[src/rtl/psram_line_fetch.sv]
// Scanline fetch DMA: arbitrates for the PSRAM command port one 4-beat burst at a time
// and streams the returned beats into port A of the 256x64 line buffer.
module psram_line_fetch #(
    parameter int BLOCKS_PER_LINE = 64,
    parameter int BEATS_PER_BLOCK = 4,
    parameter int LINE_W          = 10,
    parameter int TIMEOUT_CYC     = 255
) (
    input  logic              clk,
    input  logic              reset,
    input  logic              line_start,
    input  logic [LINE_W-1:0] line_num,
    output logic              busy,
    output logic              line_done,
    output logic              line_err,
    output logic              overrun,
    output logic              psram_req,
    input  logic              psram_gnt,
    output logic              cmd,
    output logic              cmd_en,
    output logic [20:0]       addr,
    output logic [7:0]        data_mask,
    input  logic [63:0]       rd_data,
    input  logic              rd_data_valid,
    output logic              lb_we,
    output logic [7:0]        lb_waddr,
    output logic [63:0]       lb_wdata
);
    localparam int TW = $clog2(TIMEOUT_CYC + 1);

    typedef enum logic [2:0] {IDLE, REQ, CMD, DATA, NEXT} state_t;

    state_t            state;
    logic [LINE_W-1:0] line;
    logic [5:0]        blk;
    logic [1:0]        beat;
    logic [TW-1:0]     timer;
    logic [LINE_W+8:0] line_addr;

    assign line_addr = {line, blk, 3'b000};
    // busy drops one cycle early on the last block / timeout, so the port is released
    // in the same cycle that line_done is shown.
    assign psram_req = busy && (state == REQ || state == CMD || state == DATA);
    assign cmd       = 1'b0;
    assign data_mask = 8'h00;

    always_ff @(posedge clk) begin
        if (reset) begin
            state     <= IDLE;
            line      <= '0;
            blk       <= '0;
            beat      <= '0;
            timer     <= '0;
            busy      <= 1'b0;
            line_done <= 1'b0;
            line_err  <= 1'b0;
            overrun   <= 1'b0;
            cmd_en    <= 1'b0;
            addr      <= '0;
            lb_we     <= 1'b0;
            lb_waddr  <= '0;
            lb_wdata  <= '0;
        end else begin
            line_done <= 1'b0;
            line_err  <= 1'b0;
            overrun   <= 1'b0;
            cmd_en    <= 1'b0;
            lb_we     <= 1'b0;
            if (line_start && state != IDLE)
                overrun <= 1'b1;
            case (state)
                IDLE: if (line_start) begin
                    line  <= line_num;
                    blk   <= '0;
                    busy  <= 1'b1;
                    state <= REQ;
                end
                REQ: if (psram_gnt) begin
                    addr   <= 21'(line_addr);
                    cmd_en <= 1'b1;
                    state  <= CMD;
                end
                CMD: begin
                    beat  <= '0;
                    timer <= '0;
                    state <= DATA;
                end
                DATA: begin
                    // !busy here means the timeout was flagged last cycle: leave, ignore beats
                    if (!busy) begin
                        state <= IDLE;
                    end else if (rd_data_valid) begin
                        lb_we    <= 1'b1;
                        lb_wdata <= rd_data;
                        lb_waddr <= {blk, beat};
                        beat     <= beat + 2'd1;
                        timer    <= '0;
                        if (beat == 2'(BEATS_PER_BLOCK - 1)) begin
                            state <= NEXT;
                            if (blk == 6'(BLOCKS_PER_LINE - 1)) begin
                                line_done <= 1'b1;
                                busy      <= 1'b0;
                            end
                        end
                    end else if (timer == TW'(TIMEOUT_CYC - 2)) begin
                        line_done <= 1'b1;
                        line_err  <= 1'b1;
                        busy      <= 1'b0;
                    end else begin
                        timer <= timer + TW'(1);
                    end
                end
                NEXT: begin
                    blk   <= blk + 6'd1;
                    state <= busy ? REQ : IDLE;
                end
                default: state <= IDLE;
            endcase
        end
    end
endmodule

[config.mk]
export PLATFORM = sky130hd
export DESIGN_NAME = psram_line_fetch
export DESIGN_NICKNAME = d
export VERILOG_FILES = /design/src/rtl/psram_line_fetch.sv
export SDC_FILE = /design/constraint.sdc
export NUM_CORES = 1
export LEC_CHECK = 0
export CAP_MARGIN = 10
export CORE_MARGIN = 4
export CORE_UTILIZATION = 30
export DETAILED_ROUTE_END_ITERATION = 16
export GPL_TIMING_DRIVEN = 1
export HOLD_SLACK_MARGIN = 0.03
export SLEW_MARGIN = 40
export SYNTH_ARGS = -nofsm -noshare
export SYNTH_HDL_FRONTEND = slang
export SYNTH_SLANG_ARGS = --single-unit
export TNS_END_PERCENT = 50
[constraint.sdc]
create_clock -name clk -period 1.5 [get_ports clk]
set_input_delay 0.3 -clock clk [delete_from_list [all_inputs] [get_ports clk]]
set_output_delay 0.3 -clock clk [all_outputs]
set_load 0.05 [all_outputs]
==> flow_metrics.py <==
metrics = {
    "placed_design": {
        "dp_hpwl_um": 10000,
        "place_ws_ns": -0.360,
        "routabilityCongestion": 0.870,
        "io_buffers": 173,
        "dpl_cell_area_um2": 7740,
    },
    "synthesis": {
        "synth_area_leader_cell": "dfxtp_1",
        "synthCells": 589,
        "syn_area_um2": 4720,
        "yosysSeqAreaShare_pct": 52.2,
        "synthTopCellsByArea": "dfxtp_1, nand2_1, a21oi_1",
        "synth_seq_cells": 123,
        "ys_warn_count": 0,
        "syn_area_per_cell_um2": 8.01,
        "synthDistinctLibCells": 40,
        "yosysTopAreaCellShare_pct": 52.2,
    },
    "finish": {
        "layout.nets": 885,
        "diodes": 0,
        "layout_commonest_cell": "nand2_1",
        "drive_above_1_share_pct": 33.4,
        "fillers": 1289,
        "area_growth_pct": 94.2,
        "layout_common_cells": "nand2_1, dfxtp_1, buf_12",
        "final_area_um2": 9170,
    },
    "power_and_ir_drop": {
        "power.leakage_nw": 3.42,
        "power_mw": 8.84,
        "powerDensity_nw_per_um2": 964,
        "peakVddDrop_v": 0.000789,
    },
    "run": {
        "maxCapViolCount": 0,
    },
    "sta": {
        "setup_slack_ns": -0.107,
        "rsz0062_at_grt": "yes",
        "finalCritPeriodShare_pct": 107,
        "relSlewSlack_pct": 56.2,
        "finClkSkew_ns": 0.00653,
        "hold_ws_ns": 0.412,
        "tightest_slew_ns": 0.657,
        "hold_viol_final": 0,
        "timing.final.crit_period_ns": 1.61,
        "fin_tns_setup_ns": -5.00,
        "setup_viol": 82,
        "fmax_mhz": 622,
        "maxSlewViolCount": 0,
    },
    "floorplanning": {
        "die-width_um": 133,
        "die-area_um2": 17800,
        "start_util_pct": 30.8,
        "rows": 45,
        "dieHeight_um": 133,
        "core_um2": 15300,
        "io_pins": 188,
    },
    "critical_path": {
        "critPathLaunch": "state[1]",
        "rr_startpoint": "state[1]",
        "critPathLaunchType": "flop",
        "cp_common_cell": "buf_6",
        "cp_slowest_cell": "dfxtp_2",
        "worstPathMaxFanout": 8,
        "max_stage_delay_ns": 0.36,
        "cp_cell_sequence": "buf_6, and3b_2, buf_6, nand3_4, buf_4, o211ai_1, a21oi_1",
        "end_kind": "flop",
        "crit_required_ns": 1.77,
        "critPathArrivalTime_ns": 1.88,
        "worst-r2r-setup-slack_ns": -0.11,
        "criticalPathCategory": "flop to flop",
        "cp_top_family": "buffers and inverters",
        "path_buf_inv": 3,
    },
    "clock_network": {
        "clk_latency_ns": 0.41,
        "tritoncts": "built",
        "clock_sinks": 123,
        "cts-root-buf": "clkbuf_16",
        "clockBufferDepth": 2,
        "cts_inserted_buffers": 17,
        "h-tree-depth": 4,
        "clk_pin_slew_worst_paths_ns": 0.06,
    },
    "grt": {
        "overflow": 0,
        "grt_max_degree": 121,
        "grt_pass1_wl_um": 22900,
        "grt_use_total_pct": 16.0,
        "grt_pass1_vias": 4417,
        "antenna_found_initial": 0,
    },
    "detailed_routing": {
        "totalWireLength_um": 17600,
        "via_count": 4899,
        "wl_met2_um": 8870,
        "wl_met3_um": 1130,
        "via_per_inst": 4.78,
        "top_layer": "met4",
        "wl_met1_um": 7280,
        "ant_nets": 0,
        "dr.first_iter.drc_count": 272,
        "wl_per_cell_um": 17.1,
        "drtPass1Iterations": 5,
        "drc": 0,
    },
    "hold_path": {
        "hold_path.class": "input pin to flop",
        "hp-start": "reset",
    },
    "run_status": {
        "outcome": "finished, violations left",
        "violations": "setup timing",
    },
}
power by group:
part / total (mW) / switching, mW / internal (mW)
logic: 1.33 / 0.693 / 0.641
registers: 3.41 / 0.0594 / 3.35
clock network: 4.10 / 1.43 / 2.67
Yosys cell counts (all sizes together):
master,count
a41oi,2
inv,4
and3,5
and2,3
a21boi,1
nand2b,5
xor2,1
clkbuf,19
buf,33
a2bb2oi,1
a221oi,1
mux2,2
nor2b,1
a22oi,1
nand4b,1
a21oi,108
nor3,7
o21a,1
a211o,1
ha,4
or2,2
a31oi,5
nand3b,2
a32oi,2
nor2,14
a311oi,1
a211oi,1
and3b,2
dfxtp,123
nor3b,4
nand3,10
o31a,1
nand4,1
mux2i,3
o211ai,3
or3,1
conb,1
nand2,206
o21ai,6
sequential cells by signal (all words and copies together) (netlist names):
name / flops
line_err: 1
timer: 8
line: 10
cmd_en: 1
line_done: 1
blk: 6
beat: 2
lb_waddr: 8
lb_we: 1
state: 3
busy: 1
lb_wdata: 64
overrun: 1
addr: 16
cells by family after synthesis:
family          share of synthesized area, %
compound gates                          15.7
other cells                           0.0794
buf+inv                                 6.55
fa+ha+maj                               1.06
xor+xnor                               0.186
flops                                   52.2
simple gates                            23.2
mux                                     1.11
metal layers:
metal  vias up  global-route usage [%]
li1       2369                       -
met3        25                    6.19
met5         -                       0
met2       159                    27.0
met1      2346                    18.5
met4         0                    5.60
worst min-delay path: stages:
cell     delay, ns
buf_4         0.12
buf_12        0.20
a21oi_2       0.15
layout make-up:
class                      count  area, um2  share of cell area [%]
timing repair buffer         232       3450                    37.7
sequential                   123       2470                    27.0
multi-input combinational    424       2380                    25.9
clock buffer                  22        464                    5.06
tap                          211        264                    2.88
clock inverter                 9        120                    1.31
inverter                       4       15.0                   0.164
metrics by stage:
step           util, %  instances
2_1_floorplan        -        602
3_3_place_gp      50.5        965
3_5_place_dp      50.5        965
4_1_cts           55.0       1000
5_1_grt           59.9       1025
6_report          59.9       1025
final timing paths:
path | endpoint | cells after the start
worst min-delay path | lb_wdata[3] | 3
worst max register to register | beat[1] | 7
worst min register to register | line[8] | 2
worst max-delay path | beat[1] | 7
timing repair:
| item | CTS | global route |
|---|---|---|
| hold buffers | 0 | 0 |
| gates cloned | 0 | 20 |
| endpoints found under the setup margin | 6 | 94 |
| gates resized for setup | 19 | 96 |
| buffers inserted | 5 | 5 |
| pin swaps | 2 | 35 |
(Power assumes the default switching activity.)
